## config.mk

```make
export PLATFORM = sky130hd
export DESIGN_NAME = system_controller
export DESIGN_NICKNAME = d
export VERILOG_FILES = /design/src/rtl/system_controller.sv
export SDC_FILE = /design/constraint.sdc
export NUM_CORES = 1
export LEC_CHECK = 0
export BUFFER_PORTS_ARGS = -buffer_cell sky130_fd_sc_hd__clkbuf_2
export CAP_MARGIN = 5
export CORE_ASPECT_RATIO = 1.75
export CORE_UTILIZATION = 52
export CTS_BUF_LIST = sky130_fd_sc_hd__clkbuf_8
export CTS_CLUSTER_SIZE = 28
export DETAILED_ROUTE_END_ITERATION = 10
export GPL_ROUTABILITY_DRIVEN = 0
export GPL_TIMING_DRIVEN = 1
export PLACE_DENSITY = 0.78
export RECOVER_POWER = 25
export SYNTH_ARGS = -nofsm -noshare
export SYNTH_HDL_FRONTEND = slang
export SYNTH_SLANG_ARGS = --single-unit
```

## constraint.sdc

```tcl
create_clock -name CLK -period 1.95 [get_ports CLK]
set_input_delay 0.2925 -clock CLK [delete_from_list [all_inputs] [get_ports CLK]]
set_output_delay 0.2925 -clock CLK [all_outputs]
set_load 0.02 [all_outputs]
```

## src/rtl/system_controller.sv

```systemverilog
// Command sequencer for the grid memory: turns LOAD/RUN/OUTPUT commands into
// exact-length mode-enable windows and counts generations run since the last load.
module system_controller #(
  parameter int data_size = 64,
  parameter int gen_width = 8
) (
  input  logic                 CLK,
  input  logic                 RESET,
  input  logic                 CMD_VALID,
  input  logic [1:0]           CMD_OP,
  input  logic [gen_width-1:0] CMD_GENS,
  output logic                 CMD_READY,
  output logic                 LOAD_MODE,
  output logic                 RUN_MODE,
  output logic                 OUTPUT_MODE,
  output logic                 SERIAL_OUT_VALID,
  output logic                 DONE,
  output logic [15:0]          GEN_COUNT
);

  localparam int CNT_W = $clog2(data_size + 1);

  typedef enum logic [1:0] {
    ST_IDLE   = 2'b00,
    ST_LOAD   = 2'b01,
    ST_RUN    = 2'b10,
    ST_OUTPUT = 2'b11
  } state_t;

  typedef enum logic [1:0] {
    OP_NOP    = 2'b00,
    OP_LOAD   = 2'b01,
    OP_RUN    = 2'b10,
    OP_OUTPUT = 2'b11
  } op_t;

  state_t               r_state, w_state_next;
  logic [CNT_W-1:0]     r_bit_cnt, w_bit_cnt_next;
  logic [gen_width-1:0] r_gen_left, w_gen_left_next;
  logic                 r_ready, r_load_mode, r_run_mode, r_output_mode;
  logic                 r_serial_out_valid, r_done;
  logic [15:0]          r_gen_count;
  logic                 w_accept, w_done_next, w_clear_gens;
  op_t                  w_op;

  assign w_accept = CMD_VALID && r_ready;
  assign w_op     = op_t'(CMD_OP);

  // NOTE: every signal driven here gets a default first, so no path can infer a latch.
  always_comb begin
    w_state_next    = r_state;
    w_bit_cnt_next  = r_bit_cnt;
    w_gen_left_next = r_gen_left;
    w_done_next     = 1'b0;
    w_clear_gens    = 1'b0;
    unique case (r_state)
      ST_IDLE: begin
        if (w_accept) begin
          unique case (w_op)
            OP_LOAD: begin
              w_state_next   = ST_LOAD;
              w_bit_cnt_next = CNT_W'(data_size);
              w_clear_gens   = 1'b1;
            end
            OP_OUTPUT: begin
              w_state_next   = ST_OUTPUT;
              w_bit_cnt_next = CNT_W'(data_size);
            end
            OP_RUN: begin
              // A zero-generation run completes immediately without touching the grid.
              if (CMD_GENS != '0) begin
                w_state_next    = ST_RUN;
                w_gen_left_next = CMD_GENS;
              end else begin
                w_done_next = 1'b1;
              end
            end
            default: ;
          endcase
        end
      end
      ST_LOAD, ST_OUTPUT: begin
        if (r_bit_cnt == CNT_W'(1)) begin
          w_state_next   = ST_IDLE;
          w_bit_cnt_next = '0;
          w_done_next    = 1'b1;
        end else begin
          w_bit_cnt_next = r_bit_cnt - CNT_W'(1);
        end
      end
      ST_RUN: begin
        if (r_gen_left == gen_width'(1)) begin
          w_state_next    = ST_IDLE;
          w_gen_left_next = '0;
          w_done_next     = 1'b1;
        end else begin
          w_gen_left_next = r_gen_left - gen_width'(1);
        end
      end
      default: w_state_next = ST_IDLE;
    endcase
  end

  // NOTE: state registers use non-blocking assignments so every flop updates from pre-edge values.
  always_ff @(posedge CLK) begin
    if (RESET) begin
      r_state            <= ST_IDLE;
      r_bit_cnt          <= '0;
      r_gen_left         <= '0;
      r_ready            <= 1'b1;
      r_load_mode        <= 1'b0;
      r_run_mode         <= 1'b0;
      r_output_mode      <= 1'b0;
      r_serial_out_valid <= 1'b0;
      r_done             <= 1'b0;
      r_gen_count        <= '0;
    end else begin
      r_state            <= w_state_next;
      r_bit_cnt          <= w_bit_cnt_next;
      r_gen_left         <= w_gen_left_next;
      r_ready            <= (w_state_next == ST_IDLE);
      r_load_mode        <= (w_state_next == ST_LOAD);
      r_run_mode         <= (w_state_next == ST_RUN);
      r_output_mode      <= (w_state_next == ST_OUTPUT);
      // The memory registers its serial bit, so valid trails the shift enable by one cycle.
      r_serial_out_valid <= r_output_mode;
      r_done             <= w_done_next;
      if (w_clear_gens) begin
        r_gen_count <= '0;
      end else if (r_state == ST_RUN && r_gen_count != 16'hFFFF) begin
        r_gen_count <= r_gen_count + 16'd1;
      end
    end
  end

  assign CMD_READY        = r_ready;
  assign LOAD_MODE        = r_load_mode;
  assign RUN_MODE         = r_run_mode;
  assign OUTPUT_MODE      = r_output_mode;
  assign SERIAL_OUT_VALID = r_serial_out_valid;
  assign DONE             = r_done;
  assign GEN_COUNT        = r_gen_count;

endmodule

```

# Yosys cells after proc, flatten, opt, wreduce, memory -nomap -nowiden

Index checks and enable logic that the tools add are counted.

Add/sub/neg operators: 3
Multipliers: 0
Divide/modulo/power cells: 0
Order comparisons: 0
Eq/ne operators: 16
Shifts and indexed selects: 0
Mux-type cells: 24
Bitwise gates (word level): 0
Reductions and logical operators: 12

Operators with widths:

| cell                                              | number |
|---|---|
| two-way mux 8 bit                                 | 4 |
| two-way mux 7 bit                                 | 3 |
| adder 16 x 1 -> 16 bit (second input constant)    | 1 |
| != test 16 bit (second input constant)            | 1 |
| case mux 8 bit (2 select lines)                   | 1 |
| case mux 7 bit (2 select lines)                   | 1 |
| == test 2 bit (second input constant)             | 6 |
| case mux 2 bit (3 select lines)                   | 2 |
| == test 8 x 1 -> 1 bit (second input constant)    | 1 |
| two-way mux 1 bit                                 | 8 |
| two-way mux 2 bit                                 | 4 |
| nonzero test 8 bit                                | 1 |
| subtractor 8 x 1 -> 8 bit (second input constant) | 1 |
| == test 7 x 1 -> 1 bit (second input constant)    | 1 |
| subtractor 7 x 1 -> 7 bit (second input constant) | 1 |
| == test 2 x 1 -> 1 bit (second input constant)    | 3 |
| != test 2 bit (second input constant)             | 3 |
| OR reduction 2 bit                                | 3 |
| zero test 2 bit                                   | 2 |
| AND reduction 4 bit                               | 1 |
| nonzero test 2 bit                                | 2 |
| case mux 1 bit (3 select lines)                   | 1 |
| AND reduction 3 bit                               | 1 |
| logical AND 1 bit                                 | 2 |
| != test 2 x 1 -> 1 bit (second input constant)    | 1 |

Register bits: 39
Latch bits: 0
Bits in writable memories: 0
Bits in read-only memories: 0
Input bits: 13
Memories: 0

# Depth between registers and ports, before layout

Gate-level depths: netlist of run 1.

Depth after elaboration: 6
Depth in mapped cells: 7

# Least setup slack after synthesis of run 1

Ideal clock, no wire load.

Path type: reg2reg
From: register r_gen_count[0] (netlist: GEN_COUNT[0])
To: register r_gen_count[3] (netlist: GEN_COUNT[3])
Arrival: 1.920 ns
Data required time: 1.808 ns
Path slack: -0.112 ns
Stages on the path, launching flop included: 8
Buffers on the path: 1
Path through: dfxtp_1 > ha_1 > nand4_1 > o41a_1 > clkbuf_1 > and4_1 > xnor2_1 > nor2_1

Longest elaborated chain between the ends: 2

RTL lines:

| element                                                                        | line | source |
|---|---|---|
| from (decl)                                                                    | 42   | `logic [15:0] r_gen_count;` |
| from (signal assigned)                                                         | 131  | `r_gen_count <= r_gen_count + 16'd1;` |
| parallel branches: the longest is 2 deep, another holds adder 16 x 1 -> 16 bit | --   |  |

Several ways; the timed one is not identified.
A chain may end at the register's enable or synchronous reset.

# Final worst setup path of run 1

From: register r_gen_left[1]
To: register r_gen_left[3]

Longest elaborated chain between the ends: 3

RTL lines:

| element                                                                    | line   | source |
|---|---|---|
| from (decl)                                                                | 39     | `logic [gen_width-1:0] r_gen_left, w_gen_left_next;` |
| from (signal assigned)                                                     | 120    | `r_gen_left <= w_gen_left_next;` |
| subtractor 8 x 1 -> 8 bit / == test 8 x 1 -> 1 bit (equally long branches) | 97, 92 |  |
| two-way mux 8 bit (*)                                                      | 92     | `if (r_gen_left == gen_width'(1)) begin` |
| case mux 8 bit (2 select lines) (*)                                        | 56     | `unique case (r_state)` |

Every way passes the cells marked *; elsewhere a longest branch is shown, timed or not.

==> out/summary.txt, run 1 <==
critical path endpoint category: flip-flop
fin crit share: 97.00%
f_max: 528.7 MHz
H-tree Lvls: 2
first-pass GRT wire length: 7652 µm
number of global-route vias before repair: 1791
max-slew violations: 0
gr usage total: 25.94%
crit-path leading delay family: simple AND/OR/NAND/NOR gates
Seq/Total Area, Yosys: 40.15%
CP Class: flip-flop to flip-flop
antenna diode instance count: 0
vias: 1870
Mean Syn Cell Area: 8.204 µm²
grt total ovfl: 0
Setup Viol. Count Final: 0
CP max stage delay: 500 ps
WL per Instance: 13.63 µm
Worst Hold Path Cells: 4
CTS hold repair buffers: 0
Clock transition at path regs: 80 ps
Via density: 5.582
hpwl dp: 3383 µm
mapped cell area: 1944 µm²
1st-pass router iterations: 4
CORE AREA: 3592 µm²
RSZ-0062 raised after global routing: yes
root buffer cell: clkbuf_8
placed instance count: 327
Clock Latency Late Sink: 290 ps
final non-filler cell total: 335
TritonCTS clock tree: built
max_cap viols: 0
leading post-synthesis cells by cell area: dfxtp_1 (40%), nor2_1 (8.1%), xor2_1 (4.5%)
relative slew slack: 59.96%
reg2reg setup slack: 60 ps
postcts setup bufs: 0
Yosys warnings: 0
power density cells: 819.1 nW/µm²
critical path, cell by cell: inv_1 -> ha_1 -> or3b_2 -> buf_4 -> nor2_1 -> o21ai_0 -> nand2_1 -> a21oi_1
share of layout cells above drive strength 1: 19.38%
Routed Antenna Nets: 0
P_leak: 0.9527 nW
Worst EP required: 2120 ps
1st-iter DRT viols: 48
Filler cells: 322
synthesized flop and latch total: 39
Layout area overhead: 21.30%
post-synth cell types: 43
Die H: 82.89 µm
die width: 48.23 µm
Setup Skew: 5.039 ps
CP Buf/Inv Count: 2
I/O Buffers: 34
DIE AREA: 3997 µm²
Levels on crit path: 8
FF-to-FF path depth: 8
Syn Inst Count: 237
Tightest Pin Transition: 600.6 ps
Initial Util: 54.13%
CTS Buf Count: 5
DR DRC count: 0
crit path DAT: 2060 ps
final-report hold violation count: 0
critical path launch point type: flip-flop
maximum fanout along the worst path: 3
largest net degree at the start of global routing: 19
Critical Path Slowest Stage Cell: or3b_2
initial antenna violation count: 0
IO Pins: 35
final net count: 306
setup ws final: 58.56 ps
top cell type's share of synthesized area: 40.15%
worst IR drop on VDD: 0.0007952 V
Final Critical Period: 1891 ps
pre-CTS WS: 106.8 ps
tightest hold margin: 323.7 ps
Post-Syn Nets: 255
post-synth top area cell: dfxtp_1
Multi-input gate area: 1120 µm²
total clock sinks: 39
DRT Wirelength: 4567 µm
number of core rows: 29
area occupied by registers: 784.5 µm²
Max Buffers Root-to-Sink: 2
status: complete, no violations
Min-Delay Path Class: input pin to flip-flop
final core occ: 65.66%
-- flip-flops by register name, indices dropped and copies added (netlist names), 2 cells and up --
| name | count |
|---|---|
| GEN_COUNT | 16 |
| r_bit_cnt | 7 |
| r_gen_left | 8 |
| r_state | 2 |
-- cells in the final DEF (no fill, tap or decap), drive strengths merged, types with 2 or more instances in the layout --
cell type and n:
nor2 42, dfxtp 39, clkbuf 39, nand2 18, buf 17, a21oi 16, xor2 10, inv 9
nand3 8, nand4 8, xnor2 7, nor3 7, o21ai 7, nor2b 6, ha 5, nor4 4
a211oi 4, nand2b 3, and3 3, mux2i 3, o41ai 3, or4 3, nand4b 2, and2 2
or3 2, and4 2, nor3b 2, a21o 2, or2 2, nand3b 2
-- worst min-delay path, cell delays in order --
cell and delay (ps):
clkbuf_2 110, nor2_1 60, nand2_1 50, a21oi_1 60
-- metal layers --
metal,part of all wire [%],vias up,wire (µm),track usage (%)
met3,3.9,11,180,5.435
met2,54,58,2444,43.88
met5,0,-,0,0
met4,3.1,0,140,11.87
li1,-,943,-,-
met1,39,858,1802,28.39
-- repair_timing --
item,4_1_cts,5_1_grt
resized for setup,0,3
setup endpoints to repair,0,6
hold endpoints to repair,0,0
-- cells in the mapped netlist (all sizes together) --
master,n
nor2,42
dfxtp,39
nand2,18
a21oi,16
xor2,10
inv,8
nand3,8
nand4,8
nor3,7
o21ai,7
xnor2,7
clkbuf,6
nor2b,6
ha,5
a211oi,4
nor4,4
and3,3
mux2i,3
nand2b,3
o41ai,3
or4,3
a21o,2
and2,2
and4,2
nand3b,2
nand4b,2
nor3b,2
or2,2
or3,2
a22o,1
a41o,1
and4b,1
buf,1
o2111a,1
o2111ai,1
o22ai,1
o311a,1
o31ai,1
o41a,1
or3b,1
-- cells by family after synthesis --
group,Yosys count,share of synthesized area [%]
xor+xnor,17,7.658
mux,3,1.544
simple gates,118,30.76
flops,39,40.15
buf+inv,15,2.896
fa+ha+maj,5,3.218
compound gates,40,13.77
-- cell type report --
| type | count | share of cell area (%) |
|---|---|---|
| flip-flops and latches | 39 | 33.26 |
| well taps | 46 | 2.440 |
| repair buffers | 51 | 11.94 |
| clock inverters | 3 | 0.6897 |
| inverters | 8 | 1.273 |
| clock buffers | 5 | 2.918 |
| multi-input cells | 183 | 47.48 |
-- worst paths after layout --
check / start / end
worst max-delay path: r_gen_left[1] / r_gen_left[3]
worst min-delay path: CMD_OP[0] / DONE
worst max register to register: r_gen_left[1] / r_gen_left[3]
worst min register to register: OUTPUT_MODE / SERIAL_OUT_VALID
-- metrics by stage --
| stage | total power [mW] | area, µm² | setup TNS (ps) |
|---|---|---|---|
| CTS | 1.936 | 2366 | 0 |
| floorplan | 1.260 | 1948 | 0 |
| detailed placement | 1.404 | 2281 | 0 |
| global placement | 1.399 | 2281 | 0 |
| global route | 2.045 | 2359 | -89.48 |
| finish | 1.932 | 2359 | 0 |
-- power breakdown --
group | total, mW | internal (mW) | switching [mW]
Combinational | 0.489 | 0.217 | 0.273
Sequential | 0.912 | 0.860 | 0.0529
Clock | 0.530 | 0.245 | 0.285
No activity file was read; power rests on OpenSTA's default activity.
==> run 2, diff against run 1 <==
--- a/config.mk
+++ b/config.mk
@@ -8,13 +8,13 @@
 export BUFFER_PORTS_ARGS = -buffer_cell sky130_fd_sc_hd__clkbuf_2
 export CAP_MARGIN = 5
 export CORE_ASPECT_RATIO = 1.75
-export CORE_UTILIZATION = 52
+export CORE_UTILIZATION = 57
 export CTS_BUF_LIST = sky130_fd_sc_hd__clkbuf_8
 export CTS_CLUSTER_SIZE = 28
 export DETAILED_ROUTE_END_ITERATION = 10
 export GPL_ROUTABILITY_DRIVEN = 0
 export GPL_TIMING_DRIVEN = 1
-export PLACE_DENSITY = 0.78
+export PLACE_DENSITY = 0.81
 export RECOVER_POWER = 25
 export SYNTH_ARGS = -nofsm -noshare
 export SYNTH_HDL_FRONTEND = slang
==> constraint.sdc (replaced) <==
create_clock -name CLK -period 1.8 [get_ports CLK]
set_input_delay 0.27 -clock CLK [delete_from_list [all_inputs] [get_ports CLK]]
set_output_delay 0.27 -clock CLK [all_outputs]
set_load 0.02 [all_outputs]
==> out/summary.txt, run 2 (same netlist as run 1, synthesis figures left out) <==
Setup Skew: 10.78 ps (+5.736 ps)
Final Critical Period: 1866 ps (-25.21 ps)
placed cell areas: 2344 µm² (+2.7%)
H-tree Lvls: 2 (unchanged)
met1 usage: 25.82% (-2.6 points)
most common cell after layout, fill and taps aside: nor2_1
failing checks: setup timing
routing usage on met3: 7.273% (+1.8 points)
switching share of power: 32.66% (+1.0 points)
I/O Buffers: 34 (unchanged)
final non-filler cell total: 340 (+1.5%)
Layout area overhead: 27.48%
final-report hold violation count: 0 (unchanged)
Critical Path Slowest Stage Cell: or4_4
CORE AREA: 3209 µm² (-11%)
Seq pwr share: 45.4% (-1.8 points)
root buffer cell: clkbuf_8
DIE AREA: 3658 µm² (-8.5%)
layer with the highest usage: met2
Final Cell Area: 2479 µm² (+5.1%)
Clock power frac: 27.0% (-0.4 points)
met2 Use GR: 52.96% (+9.1 points)
Via density: 5.756 (+3.1%)
placed instance count: 330 (+0.92%)
grt total ovfl: 0 (unchanged)
max reg flops: 16 (unchanged)
P_leak: 1.001 nW (+5.1%)
Clock Latency Late Sink: 300 ps (about the same)
IO Pins: 35 (unchanged)
1st-pass router iterations: 4 (unchanged)
Min-Delay Path Class: input pin to flip-flop
Worst EP required: 2040 ps (-80 ps)
largest net degree at the start of global routing: 17 (-2)
TritonCTS clock tree: built
Initial Util: 60.58% (+6.5 points)
final net count: 314 (+2.6%)
DR DRC count: 0 (unchanged)
fin crit share: 103.7% (+6.7 points)
1st-iter DRT viols: 58 (+21%)
critical path endpoint category: flip-flop
maximum fanout along the worst path: 2 (-1)
WL per Instance: 14.52 µm (+6.5%)
setup ws final: -66.22 ps (-124.8 ps)
Comb power frac: 27.6% (+2.3 points)
vias: 1957 (+4.7%)
Switch Pwr: 0.7089 mW (+16%)
relative slew slack: 60.45% (+0.49 points)
Routed Antenna Nets: 0 (unchanged)
Worst Hold Path Cells: 2 (-2)
CTS Buf Count: 5 (unchanged)
Die H: 79.27 µm (-4.4%)
number of global-route vias before repair: 1811 (+1.1%)
CP max stage delay: 550 ps (+50 ps)
Tightest Pin Transition: 589.7 ps (-10.90 ps)
RSZ-0062 raised after global routing: yes
number of core rows: 27 (-6.9%)
max-slew violations: 0 (unchanged)
gr usage total: 28.04% (+2.1 points)
DRT Wirelength: 4938 µm (+8.1%)
Max Buffers Root-to-Sink: 2 (unchanged)
antenna diode instance count: 0 (unchanged)
crit path DAT: 2110 ps (+50 ps)
share of layout cells above drive strength 1: 24.58% (+5.2 points)
critical path, cell by cell: or4_4 -> or4_4 -> o41ai_2 -> nand2_1 -> a21oi_2
first-pass GRT wire length: 7486 µm (-2.2%)
most frequent cells in the layout: nor2_1 (41), dfxtp_1 (36), buf_4 (25)
initial antenna violation count: 0 (unchanged)
CP Class: flip-flop to flip-flop
Clock transition at path regs: 80 ps (about the same)
die width: 46.15 µm (-4.3%)
max_cap viols: 0 (unchanged)
hpwl dp: 3558 µm (+5.2%)
status: finished, violations left
worst IR drop on VDD: 0.0007281 V (-8.4%)
power density cells: 875.6 nW/µm² (+6.9%)
total clock sinks: 39 (unchanged)
FF-to-FF path depth: 5 (-3)
critical path launch point type: flip-flop
CP dominant cell by count: or4_4
f_max: 535.8 MHz (+1.4%)
Setup Viol. Count Final: 1 (+1)
Power Internal: 1.461 mW (+11%)
-- run 2: changes by cell type in the layout (fill, tap and decap cells not counted), moves of 2 or more --
cell     delta
buf_4       +8
dfxtp_4     +2
dfxtp_2     -2
o21ai_0     -2
a21oi_2     +2
a21oi_1     -2
ha_1        -2
-- run 2: final cells by class --
class | count | area [µm²]
Multi-Input combinational cell | 183 | 1179
Tap cell | 43 | 53.80
Fill cell | 260 | 730.7
Clock buffer | 5 | 68.82
Sequential cell | 39 | 789.5
Inverter | 8 | 30.03
Timing Repair Buffer | 59 | 341.6
Clock inverter | 3 | 16.27
-- run 2: final timing paths --
path | end | slack, ps | from
min | r_bit_cnt[6] | 220 | RESET
min reg2reg | SERIAL_OUT_VALID | 470 | OUTPUT_MODE
max reg2reg | r_gen_left[7] | -70 | r_gen_left[2]
max | r_gen_left[7] | -70 | r_gen_left[2]
-- run 2: per-stage QoR --
step           TNS (ps)  hold slack [ps]  setup WS (ps)  util (%)  total power [mW]
2_1_floorplan    -17.62            449.9         -17.62         -             1.370
3_3_place_gp          0            457.9          54.61     73.02             1.531
3_5_place_dp     -12.93            460.4         -12.93     73.02             1.544
4_1_cts          -19.87            225.8         -19.87     76.06             2.128
5_1_grt          -173.8            216.5         -101.5     77.23             2.275
6_report         -66.22            224.1         -66.22     77.23             2.170
-- run 2: power by group through the flow --
stage          clock network, mW  logic, mW  registers, mW
3_3_place_gp                   0      0.531           1.00
6_report                   0.586      0.599          0.985
5_1_grt                    0.626      0.655          0.994
2_1_floorplan                  0      0.355           1.01
3_5_place_dp                   0      0.543           1.00
4_1_cts                    0.583      0.562          0.983
-- run 2: timing repair --
action                     4_1_cts  5_1_grt
buffers inserted                 0        2
resized for setup                3       11
setup endpoints to repair        2       13
hold buffers                     0        0
pin swaps                        1        3
-- run 2: per-layer routing --
metal  wire (µm)  part of all wire [%]
met5           0                     0
met4         109                   2.2
met3         198                   4.0
met2        2820                    57
met1        1808                    37
-- run 2: worst max-delay path, delay by kind of cell (launching register included) --
family          cells  cell delay [ps]
compound gates      2              350
flops               1              320
simple gates        3             1130
